===== src/rtl/lsu_pkg.sv =====
// Shared types and constants for the load/store unit.
package lsu_pkg;

    localparam int WORD_W = 32;

    typedef enum logic [1:0] {
        SIZE_BYTE = 2'b00,
        SIZE_HALF = 2'b01,
        SIZE_WORD = 2'b10
    } mem_size_e;

    typedef enum logic [1:0] {
        IDLE  = 2'b00,
        READ  = 2'b01,
        WRITE = 2'b10,
        RESP  = 2'b11
    } state_e;

endpackage


===== src/rtl/lsu_lane_align.sv =====
// Lane steering: extracts and extends load data from a memory word, and
// merges sub-word store data into the previously read word.
module lsu_lane_align
    import lsu_pkg::*;
(
    input  mem_size_e         size_i,
    input  logic [1:0]        offset_i,
    input  logic              unsigned_i,
    input  logic [WORD_W-1:0] mem_word_i,
    input  logic [WORD_W-1:0] store_data_i,
    output logic [WORD_W-1:0] load_data_o,
    output logic [WORD_W-1:0] store_word_o
);

    logic [7:0]  byte_v;
    logic [15:0] half_v;

    // Select the addressed lane, then extend for loads or splice for stores.
    always_comb begin
        byte_v       = mem_word_i[{offset_i, 3'b000} +: 8];
        half_v       = mem_word_i[{offset_i[1], 4'b0000} +: 16];
        load_data_o  = mem_word_i;
        store_word_o = store_data_i;
        case (size_i)
            SIZE_BYTE: begin
                load_data_o  = unsigned_i ? {24'h0, byte_v} : {{24{byte_v[7]}}, byte_v};
                store_word_o = mem_word_i;
                store_word_o[{offset_i, 3'b000} +: 8] = store_data_i[7:0];
            end
            SIZE_HALF: begin
                // Only addr[1] picks the half; addr[0] is either rejected or ignored upstream.
                load_data_o  = unsigned_i ? {16'h0, half_v} : {{16{half_v[15]}}, half_v};
                store_word_o = mem_word_i;
                store_word_o[{offset_i[1], 4'b0000} +: 16] = store_data_i[15:0];
            end
            default: begin
                load_data_o  = mem_word_i;
                store_word_o = store_data_i;
            end
        endcase
    end

endmodule


===== src/rtl/load_store_unit.sv =====
// Load/store unit: one byte/half/word request at a time, read-modify-write
// for sub-word stores, single-cycle response pulse.
// Optional macro LSU_MISALIGN_CHECK_EN: misaligned half/word and size 11
// complete with resp_error instead of touching memory. Without it addresses
// are aligned down to the natural boundary and size 11 acts as word.
module load_store_unit
    import lsu_pkg::*;
#(
    parameter int ADDR_WIDTH = 32
) (
    input  logic                  clk,
    input  logic                  rst,
    input  logic                  req_valid,
    output logic                  req_ready,
    input  logic                  req_write,
    input  logic [1:0]            req_size,
    input  logic                  req_unsigned,
    input  logic [ADDR_WIDTH-1:0] req_addr,
    input  logic [WORD_W-1:0]     req_wdata,
    output logic                  resp_valid,
    output logic [WORD_W-1:0]     resp_rdata,
    output logic                  resp_error,
    output logic [ADDR_WIDTH-1:0] mem_addr,
    output logic                  mem_write_enable,
    output logic [WORD_W-1:0]     mem_write_data,
    input  logic [WORD_W-1:0]     mem_read_data
);

    state_e                state_q, state_d;
    mem_size_e             size_q, size_n;
    logic                  write_q;
    logic                  unsigned_q;
    logic                  err_q;
    logic [ADDR_WIDTH-1:0] addr_q;
    logic [WORD_W-1:0]     wdata_q;
    logic [WORD_W-1:0]     rdata_q;
    logic                  accept;
    logic                  req_err;
    logic [WORD_W-1:0]     load_val;
    logic [WORD_W-1:0]     store_word;

    // Ready is gated by reset so nothing is accepted while reset is held.
    assign req_ready = (state_q == IDLE) && rst;
    assign accept    = req_valid && req_ready;

`ifdef LSU_MISALIGN_CHECK_EN
    assign size_n  = mem_size_e'(req_size);
    assign req_err = (req_size == 2'b11)
                   || ((req_size == SIZE_HALF) && req_addr[0])
                   || ((req_size == SIZE_WORD) && (req_addr[1:0] != 2'b00));
`else
    // Illegal size falls back to a word access; no error path exists.
    assign size_n  = (req_size == 2'b11) ? SIZE_WORD : mem_size_e'(req_size);
    assign req_err = 1'b0;
`endif

    lsu_lane_align u_align (
        .size_i       (size_q),
        .offset_i     (addr_q[1:0]),
        .unsigned_i   (unsigned_q),
        .mem_word_i   (rdata_q),
        .store_data_i (wdata_q),
        .load_data_o  (load_val),
        .store_word_o (store_word)
    );

    // State register; reset aborts any pending access.
    always_ff @(posedge clk or negedge rst) begin
        if (!rst) state_q <= IDLE;
        else      state_q <= state_d;
    end

    // Latch the request on accept and capture memory data in READ.
    always_ff @(posedge clk or negedge rst) begin
        if (!rst) begin
            size_q     <= SIZE_BYTE;
            write_q    <= 1'b0;
            unsigned_q <= 1'b0;
            err_q      <= 1'b0;
            addr_q     <= '0;
            wdata_q    <= '0;
            rdata_q    <= '0;
        end else begin
            if (accept) begin
                size_q     <= size_n;
                write_q    <= req_write;
                unsigned_q <= req_unsigned;
                err_q      <= req_err;
                addr_q     <= req_addr;
                wdata_q    <= req_wdata;
            end
            if (state_q == READ) rdata_q <= mem_read_data;
        end
    end

    // Next-state and output decode; memory outputs are quiet outside READ/WRITE.
    always_comb begin
        state_d          = state_q;
        resp_valid       = 1'b0;
        resp_rdata       = '0;
        resp_error       = 1'b0;
        mem_addr         = '0;
        mem_write_enable = 1'b0;
        mem_write_data   = '0;
        case (state_q)
            IDLE: begin
                if (accept) begin
                    if (req_err)                               state_d = RESP;
                    else if (req_write && size_n == SIZE_WORD) state_d = WRITE;
                    else                                       state_d = READ;
                end
            end
            READ: begin
                mem_addr = {addr_q[ADDR_WIDTH-1:2], 2'b00};
                state_d  = write_q ? WRITE : RESP;
            end
            WRITE: begin
                mem_addr         = {addr_q[ADDR_WIDTH-1:2], 2'b00};
                mem_write_enable = 1'b1;
                mem_write_data   = store_word;
                state_d          = RESP;
            end
            RESP: begin
                resp_valid = 1'b1;
                resp_error = err_q;
                resp_rdata = (write_q || err_q) ? '0 : load_val;
                state_d    = IDLE;
            end
            default: state_d = IDLE;
        endcase
    end

endmodule

===== config.mk =====
export PLATFORM = sky130hd
export DESIGN_NAME = load_store_unit
export DESIGN_NICKNAME = d
export VERILOG_FILES = /design/src/rtl/lsu_pkg.sv /design/src/rtl/lsu_lane_align.sv /design/src/rtl/load_store_unit.sv
export SDC_FILE = /design/constraint.sdc
export NUM_CORES = 1
export LEC_CHECK = 0
export CAP_MARGIN = 40
export CORE_MARGIN = 3
export CORE_UTILIZATION = 51
export DETAILED_ROUTE_END_ITERATION = 6
export PLACE_DENSITY = 0.87
export SYNTH_ARGS = -nofsm -noshare
export SYNTH_HDL_FRONTEND = slang
export SYNTH_SLANG_ARGS = --single-unit

===== constraint.sdc =====
create_clock -name clk -period 3.46 [get_ports clk]
set_clock_uncertainty 0.1 [all_clocks]
set_input_delay 0.346 -clock clk [delete_from_list [all_inputs] [get_ports clk]]
set_output_delay 0.346 -clock clk [all_outputs]
set_load 0.02 [all_outputs]

==> flow_summary.toml, run 1 <==
[job]
maxCapViolCount = 0

[synthesis]
avgSynthCellArea_um2 = 10.93
synth_area_leader_cell = "dfrtp_1"
synth_edf_count = 0
synthesis.area_mm2 = 0.006196
synthTopCellsByCount = "dfrtp_1 (102), mux2_2 (92), nand2_1 (40)"
ys_types = 51
yosysWarnings = 0
synth_top_area_share = 0.4120
yosys-top-cells-area = "dfrtp_1 (41%), mux2_2 (17%), mux2i_1 (5.2%), a22o_1 (4.1%), and2_1 (3.2%)"
synth-seq-cells = 102
netlist_instances = 567
ys.flop_type = "dfrtp_1"
ys_seq_area_frac = 0.4120
yosysMostFrequentCell = "dfrtp_1"
async_reset_ff_frac = 1.000

[clock_network]
clk_latency_ns = 0.36
clock-root-buffer = "clkbuf_16"
htreeDepth = 3
clock-sinks = 102
cts_tree = "built"
cts_max_path_buffers = 2
clk_pin_slew_ns = 0.07
cts_buffers = 9

[final_layout]
postLayoutCellArea_mm2 = 0.008635
multi_input_area_mm2 = 0.003364
finalCoreUtilization = 0.7404
n_antenna_cell = 0
seqCellArea_mm2 = 0.002552
fillers = 817
final_nets = 867
layout-drive-gt1-share = 0.1992
area_delta_synth_final_pct = 39.36

[critical_path]
crit-reg2reg-launch = "state_q[0]$_DFFE_PN0P_"
rr_worst_depth = 7
path_cells = "buf_4, nor4b_2, and3_1, a222oi_1, a21boi_1, clkdlybuf4s50_1"
crit_required_ns = 3.01
cpMaxStageDelayCell = "clkdlybuf4s50_1"
cp_num_buf_inv = 2
cpPeakStageDelay_ns = 0.65
worstPathArrival_ns = 2.94
worst_path_dominant_cell_family = "buffers and inverters"
crit_fanout = 12
r2r_setup_slack_ns = 1.11
end_kind = "primary output"
reg2reg_to = "state_q[0]$_DFFE_PN0P_"
startpoint_type = "flip-flop"
crit_type = "reg -> out"

[timing]
finalMaxSlewViolations = 0
hold_viol_final = 0
slew_headroom = 0.3954
timing.hold.ws_ns = 0.3927
min_period_over_period = 0.9780
finalCriticalPeriod_ns = 3.384
rsz0062_at_grt = "yes"
setup_viol = 0
tightest_slew_ns = 0.9002
max_freq_ghz = 0.2955

[power_and_ir_drop]
p_total_uw = 9243
p_comb_frac = 0.602
internal_power_uw = 5060
leakagePower_uw = 0.003667
irDropWorstVdd_uv = 670.1
p_seq_frac = 0.282
switchingPower_uw = 4183
clkPwrFrac = 0.116
switching_share = 0.4525
cellPowerDensity_mw_per_mm2 = 1070

[floorplanning]
fp.dieW_um = 116.2
die_h_um = 116.2
fp.coreArea_mm2 = 0.01166
num_rows = 39
die-area_mm2 = 0.01351
io_pins = 203
start_util = 0.5313

[worst_hold_path]
hp-class = "in -> async"

[drt]
via_per_inst = 6.164
wl_um = 20610
initialDrtViolationCount = 595
drc = 0
dr.pass1.iters = 6
num_vias = 5554
wl_per_cell_um = 22.87
ant_nets = 0

[place]
placed_area_mm2 = 0.008295
gp_congestion = 0.9746
dp_hpwl_um = 15060
io_buffers = 199

[global_routing]
antenna_found_initial = 0
grt_pass1_wl_um = 31260
grt_use_total = 0.3068
grt_pass1_vias = 5649
globalRouteOverflowTotal = 0
grt_max_degree = 37

[status]
status = "finished clean"
==> per-stage QoR <==
step	worst slack (ns)	instances	TNS (ns)
after floorplan	0.6365	569	0
after global placement	0.4992	883	0
after detailed placement	0.4370	884	0
after CTS	0.03458	900	0
after global routing	-0.03574	901	-0.1088
final	0.07621	901	0
==> flip-flops by register name, summed over array words and instances (netlist names) <==
signal / count
addr_q: 32
rdata_q: 32
wdata_q: 32
size_q: 2
state_q: 2
unsigned_q: 1
write_q: 1
==> cell type report <==
class,instances,area share
repair buffers,218,0.2491
inverters,22,0.009564
multi-input cells,401,0.3897
clock inverters,5,0.007680
clock buffers,10,0.02768
flip-flops and latches,102,0.2956
well taps,143,0.02072
==> worst reg2reg max path: cells and delay by family (launching register included) <==
family                     cells  cell delay [ns]
AOI/OAI and AO/OA              2             0.25
adders and majority gates      1             0.26
buffers and inverters          2             0.64
DFF                            1             0.38
and+or+nand+nor                2             0.58
==> worst max path at each step <==
stage                               start            endpoint  slack, ns  cells after the start
finish              size_q[0]$_DFFE_PN0P_  mem_write_data[15]       0.08                      6
global route        size_q[0]$_DFFE_PN0P_  mem_write_data[15]      -0.04                      6
CTS                 addr_q[1]$_DFFE_PN0P_   mem_write_data[6]       0.03                      7
detailed placement  addr_q[1]$_DFFE_PN0P_   mem_write_data[6]       0.44                      7
global placement    addr_q[1]$_DFFE_PN0P_      resp_rdata[31]       0.50                      6
floorplan           addr_q[1]$_DFFE_PN0P_   mem_write_data[0]       0.64                      8
==> layer usage <==
layer | vias to the layer above | routed length (um) | GRT usage
met1 | 2692 | 8053 | 0.3837
met2 | 329 | 9697 | 0.4924
met4 | 0 | 766 | 0.1160
li1 | 2477 | - | -
met5 | - | 0 | 0
met3 | 56 | 2091 | 0.1057
==> power by group through the flow <==
stage / combinational, uW / sequential (uW) / clock (uW)
finish: 5570 / 2610 / 1070
global route: 5930 / 2670 / 1140
CTS: 5520 / 2570 / 1090
detailed placement: 5470 / 2590 / 0
global placement: 5370 / 2560 / 0
floorplan: 3650 / 2220 / 0
==> cells in the final DEF, fill, tap and decap left out, types with 2 or more instances in the layout <==
| cell type | n |
|---|---|
| clkdlybuf4s50_1 | 198 |
| dfrtp_1 | 102 |
| mux2_2 | 92 |
| nand2_1 | 40 |
| and2_1 | 32 |
| mux2i_1 | 32 |
| a22o_1 | 29 |
| o21ai_0 | 26 |
| inv_1 | 20 |
| buf_4 | 17 |
| a21o_1 | 16 |
| o221ai_1 | 15 |
| ha_1 | 10 |
| o22ai_1 | 9 |
| a211oi_1 | 9 |
| clkbuf_16 | 9 |
| a222oi_1 | 8 |
| a21boi_1 | 8 |
| a221oi_1 | 8 |
| a221oi_2 | 7 |
| a21oi_1 | 7 |
| nor2_1 | 6 |
| o211ai_1 | 6 |
| nor2b_1 | 5 |
| nand2b_1 | 5 |
| conb_1 | 3 |
| nand2_2 | 2 |
| o21a_1 | 2 |
| or2_2 | 2 |
| mux2_4 | 2 |
==> cells by family after synthesis <==
family,synth area share
compound gates,0.2001
mux,0.2260
simple gates,0.09087
flops,0.4120
buf+inv,0.05028
fa+ha+maj,0.02019
other cells,0.0006052
==> what timing repair did <==
action / 4_1_cts / 5_1_grt
gates resized for setup: 0 / 4
endpoints found under the hold margin: 33 / 0
buffers inserted: 0 / 1
hold buffers: 1 / 0
endpoints found under the setup margin: 0 / 42
Power figures use the tool's default switching activity.
==> run 2, diff against run 1 <==
ABC_CLOCK_PERIOD_IN_PS = 3460   (was unset)
RECOVER_POWER = 50   (was unset)
==> run 2 against run 1 <==
  * The run now ends with capacitance limit, slew limit left
  * Final area is 0.22% lower
  * Clock power about the same
  * Register-to-register slack worse by 0.35 ns
  * Global-route usage stayed put
  * First-iteration DRC count fell by 2.0%
  * Fmax about the same
  * Critical path type unchanged
==> flow_summary.toml, run 2 (synthesized netlist as in run 1, its figures left out) <==
[status]
status = "finished with violations"
violations = "capacitance limit, slew limit"

[power_and_ir_drop]
p_comb_frac = 0.602
p_seq_frac = 0.282
leakagePower_uw = 0.003657
switchingPower_uw = 4180
clkPwrFrac = 0.116
switching_share = 0.4528
irDropWorstVdd_uv = 671.5
cellPowerDensity_mw_per_mm2 = 1071
internal_power_uw = 5052

[clock_network]
cts_max_path_buffers = 2
cts_buffers = 9
htreeDepth = 3
clk_latency_ns = 0.36
clock-sinks = 102
clk_pin_slew_ns = 0.07
cts_tree = "built"
clock-root-buffer = "clkbuf_16"

[floorplanning]
fp.dieW_um = 116.2
die_h_um = 116.2
fp.coreArea_mm2 = 0.01166
io_pins = 203
die-area_mm2 = 0.01351
start_util = 0.5313
num_rows = 39

[critical_path]
crit_type = "reg -> out"
worst_path_dominant_cell_family = "buffers and inverters"
crit_fanout = 12
path_cells = "buf_4, nor4b_2, and3_1, a222oi_1, a21boi_1, clkdlybuf4s50_1"
cpMaxStageDelayCell = "clkdlybuf4s50_1"
crit_required_ns = 3.01
cpPeakStageDelay_ns = 0.65
end_kind = "primary output"
startpoint_type = "flip-flop"
cp_num_buf_inv = 2
worstPathArrival_ns = 2.94

[final_layout]
layout_common_cells = "clkdlybuf4s50_1 (197), dfrtp_1 (102), mux2_2 (92), nand2_1 (40)"
fillers = 821
finalCoreUtilization = 0.7388
n_antenna_cell = 0
layout-drive-gt1-share = 0.1953
final_nets = 867
area_delta_synth_final_pct = 39.05
reg_top3 = "addr_q: 32 flops, rdata_q: 32 flops, wdata_q: 32 flops"
final_common_cell = "clkdlybuf4s50_1"

[job]
maxCapViolCount = 1

[timing]
timing.hold.ws_ns = 0.3846
min_period_over_period = 0.9777
hold_viol_final = 0
tightest_slew_ns = 2.137
max_freq_ghz = 0.2956
finalMaxSlewViolations = 36
setup_viol = 0
slew_headroom = -0.4249
finalCriticalPeriod_ns = 3.383
rsz0062_at_grt = "yes"

[global_routing]
grt_use_total = 0.3068
grt_max_degree = 37
antenna_found_initial = 0
globalRouteOverflowTotal = 0
grt_pass1_wl_um = 31260
grt_pass1_vias = 5649

[drt]
via_per_inst = 6.154
wl_um = 20580
dr.pass1.iters = 6
drc = 0
num_vias = 5545
initialDrtViolationCount = 583
ant_nets = 0
wl_per_cell_um = 22.84

[worst_hold_path]
hp-class = "in -> async"

[place]
io_buffers = 199
dp_hpwl_um = 15060
gp_congestion = 0.9746
run 2: cell types whose count changed in the layout (fill, tap and decap cells not counted), sizes merged:
| cell | change |
|---|---|
| clkbuf | +3 |
| dlygate4sd3 | +1 |
| clkdlybuf4s50 | -1 |
| buf | -3 |
run 2: power by group through the flow:
stage | combinational (uW) | sequential (uW) | clock, uW
after floorplan | 3650 | 2220 | 0
after global placement | 5370 | 2560 | 0
after detailed placement | 5470 | 2590 | 0
after CTS | 5520 | 2570 | 1090
after global routing | 5920 | 2670 | 1140
final | 5550 | 2610 | 1070
run 2: final cells by class:
| type | count | area, um2 | area share |
|---|---|---|---|
| Multi-Input combinational cell | 401 | 3357 | 0.3896 |
| Sequential cell | 102 | 2552 | 0.2963 |
| Timing Repair Buffer | 218 | 2140 | 0.2483 |
| Clock buffer | 10 | 239.0 | 0.02774 |
| Tap cell | 143 | 178.9 | 0.02077 |
| Inverter | 22 | 82.58 | 0.009585 |
| Clock inverter | 5 | 66.31 | 0.007697 |
run 2: repair_timing:
action | in CTS | in global routing
buffers inserted | 0 | 1
hold buffers | 1 | 0
endpoints found under the hold margin | 33 | 0
gates resized for setup | 0 | 4
endpoints found under the setup margin | 0 | 42
run 2: worst paths after layout:
kind	startpoint	end	slack, ns	depth (start not counted)
worst min-delay path	rst	addr_q[15]$_DFFE_PN0P_	0.38	2
worst max register to register	state_q[0]$_DFFE_PN0P_	state_q[1]$_DFFE_PN0P_	0.76	7
min in group clk	addr_q[15]$_DFFE_PN0P_	addr_q[15]$_DFFE_PN0P_	0.40	1
worst min register to register	addr_q[15]$_DFFE_PN0P_	addr_q[15]$_DFFE_PN0P_	0.40	1
worst max-delay path	size_q[0]$_DFFE_PN0P_	mem_write_data[15]	0.08	6
max in group asynchronous	rst	rdata_q[19]$_DFFE_PN0N_	0.52	3
run 2: layer usage:
metal,wire length (um),part of all wire,GRT usage,vias up
met2,9712,0.47,0.4924,333
li1,-,-,-,2479
met1,7977,0.39,0.3837,2682
met4,698,0.034,0.1160,0
met5,0,0,0,-
met3,2190,0.11,0.1057,51
run 2: stage by stage:
step / cells / total power [uW] / setup slack, ns / setup TNS, ns / cell area, um2
after CTS: 900 / 9179 / 0.03458 / 0 / 8611
after global routing: 901 / 9730 / -0.03574 / -0.1088 / 8616
after floorplan: 569 / 5874 / 0.6365 / 0 / 6203
final: 901 / 9231 / 0.07710 / 0 / 8616
after global placement: 883 / 7923 / 0.4992 / 0 / 8275
after detailed placement: 884 / 8058 / 0.4370 / 0 / 8295
==> run 3, diff against run 2 <==
CORE_UTILIZATION = 52   (was 51)
CTS_BUF_LIST = sky130_fd_sc_hd__clkbuf_2 sky130_fd_sc_hd__clkbuf_4 sky130_fd_sc_hd__clkbuf_8   (was unset)
PLACE_DENSITY = 0.88   (was 0.87)
==> run 3 against run 2 <==
  * The flow still finishes with violations (capacitance limit, slew limit)
  * First-iteration DRC count rose by 2.4%
  * Register-to-register slack got worse by 0.40 ns
  * Fmax rose by 2.7%
  * Sequential share of layout area rose by 0.38 points
  * Core utilization barely moved
  * Non-clock buffer count fell by 2
  * Total power fell by 1.9%
  * Clock-buffer cell count rose by 1
  * Combinational power barely moved
  * Sequential power barely moved
  * Largest power group unchanged
==> flow_summary.toml, run 3 (synthesized netlist as in run 1, its figures left out) <==
[critical_path]
end_kind = "primary output"
cp-startpoint = "addr_q[0]$_DFFE_PN0P_"
startpoint_type = "flip-flop"
rr_worst_depth = 7
reg2reg_to = "state_q[0]$_DFFE_PN0P_"
endpoint = "mem_write_data[7]"
crit_required_ns = 3.01
worstPathArrival_ns = 2.85
crit_type = "reg -> out"
r2r_setup_slack_ns = 0.36
crit_fanout = 9
crit-reg2reg-launch = "state_q[1]$_DFFE_PN0P_"

[drt]
initialDrtViolationCount = 597
drc = 0
via_per_inst = 6.180
num_vias = 5562
wl_per_cell_um = 22.82
wl_um = 20540
ant_nets = 0
dr.pass1.iters = 6

[power_and_ir_drop]
leakagePower_uw = 0.003615
cellPowerDensity_mw_per_mm2 = 1064
irDropWorstVdd_uv = 826.1

[timing]
finalCriticalPeriod_ns = 3.295
max_freq_ghz = 0.3035
setup_viol = 0
fin_setup_tns_ns = 0
min_period_over_period = 0.9523
timing.hold.ws_ns = 0.3928
tightest_slew_ns = 2.189
slew_headroom = -0.4593
hold_viol_final = 0
finalMaxSlewViolations = 68
rsz0062_at_grt = "no"

[floorplanning]
fp.dieW_um = 115.2
die_h_um = 115.2
start_util = 0.5380
num_rows = 39
die-area_mm2 = 0.01326
io_pins = 203
fp.coreArea_mm2 = 0.01152

[global_routing]
globalRouteOverflowTotal = 0
grt_pass1_vias = 5656
antenna_found_initial = 0
use_met3 = 0.1063
met2_usage = 0.5004
grt_pass1_wl_um = 31150
grt_max_degree = 61
grt_use_total = 0.3089
grt_busiest_layer = "met2"
grtUsageMet1 = 0.3834

[place]
io_buffers = 199
dp.cells = 882
dp_hpwl_um = 14790
gp_congestion = 0.9479
placed_area_mm2 = 0.008308

[final_layout]
fillers = 822
final_nets = 865
area_delta_synth_final_pct = 37.38
layout_common_cells = "clkdlybuf4s50_1 (198), dfrtp_1 (101), mux2_2 (91), nand2_1 (40)"
layout-drive-gt1-share = 0.1915
n_antenna_cell = 0
reg_top3 = "addr_q: 32 flops, rdata_q: 32 flops, wdata_q: 32 flops"
postLayoutCellArea_mm2 = 0.008512
finalCoreUtilization = 0.7391
final_cells = 900
final_common_cell = "clkdlybuf4s50_1"

[clock_network]
cts_buffers = 9
htreeDepth = 3
clk_latency_ns = 0.40
clock-root-buffer = "clkbuf_8"
cts_max_path_buffers = 2
clk_pin_slew_ns = 0.11
clock-sinks = 102
cts_tree = "built"

[worst_hold_path]
hp-class = "in -> async"

[status]
status = "finished with violations"
violations = "capacitance limit, slew limit"

[job]
maxCapViolCount = 2
==> run 3: how the worst min path moves through the flow <==
| stage | slack (ns) | endpoint | depth (start not counted) |
|---|---|---|---|
| final | 0.39 | addr_q[19]$_DFFE_PN0P_ | 2 |
| after floorplan | -0.05 | addr_q[0]$_DFFE_PN0P_ | 0 |
| after detailed placement | 0.21 | addr_q[15]$_DFFE_PN0P_ | 1 |
| after global routing | 0.38 | addr_q[19]$_DFFE_PN0P_ | 2 |
| after CTS | 0.38 | addr_q[15]$_DFFE_PN0P_ | 2 |
| after global placement | 0.20 | addr_q[15]$_DFFE_PN0P_ | 1 |
==> run 3: per-layer routing <==
metal	wire length [um]	up-vias
li1	-	2471
met1	7948	2693
met2	9701	353
met3	2319	45
met4	572	0
met5	0	-
==> run 3: area by class of cell <==
cell class,count,area (um2),share of cell area
Timing Repair Buffer,216,2117,0.2487
Multi-Input combinational cell,401,3346,0.3931
Clock inverter,5,88.84,0.01044
Tap cell,143,178.9,0.02102
Inverter,22,82.58,0.009702
Clock buffer,11,145.1,0.01705
Sequential cell,102,2554,0.3000
==> run 3: where the power goes <==
part           switching, uW  internal (uW)
Sequential               817           1800
Combinational           2890           2660
Clock                    447            445
==> run 3: critical path: stages, from the launching register on <==
cell and delay (ns):
dfrtp_1 0.40, inv_1 0.18, ha_1 0.18, clkinv_1 0.23, nor3_4 0.34, a221oi_1 0.14, a211oi_1 0.31, clkdlybuf4s50_1 0.66
==> run 3: what timing repair did <==
item | in CTS | in global routing
buffers inserted | 0 | 1
resized for setup | 0 | 5
setup endpoints to repair | 0 | 32
endpoints found under the hold margin | 30 | 0
hold buffers | 1 | 0
==> run 3: stage by stage <==
step                setup WS, ns  total power (uW)
finish                    0.1652              9060
global route             0.01037              9534
CTS                      0.03071              8993
detailed placement        0.4980              8046
global placement          0.5113              7882
floorplan                 0.6365              5874
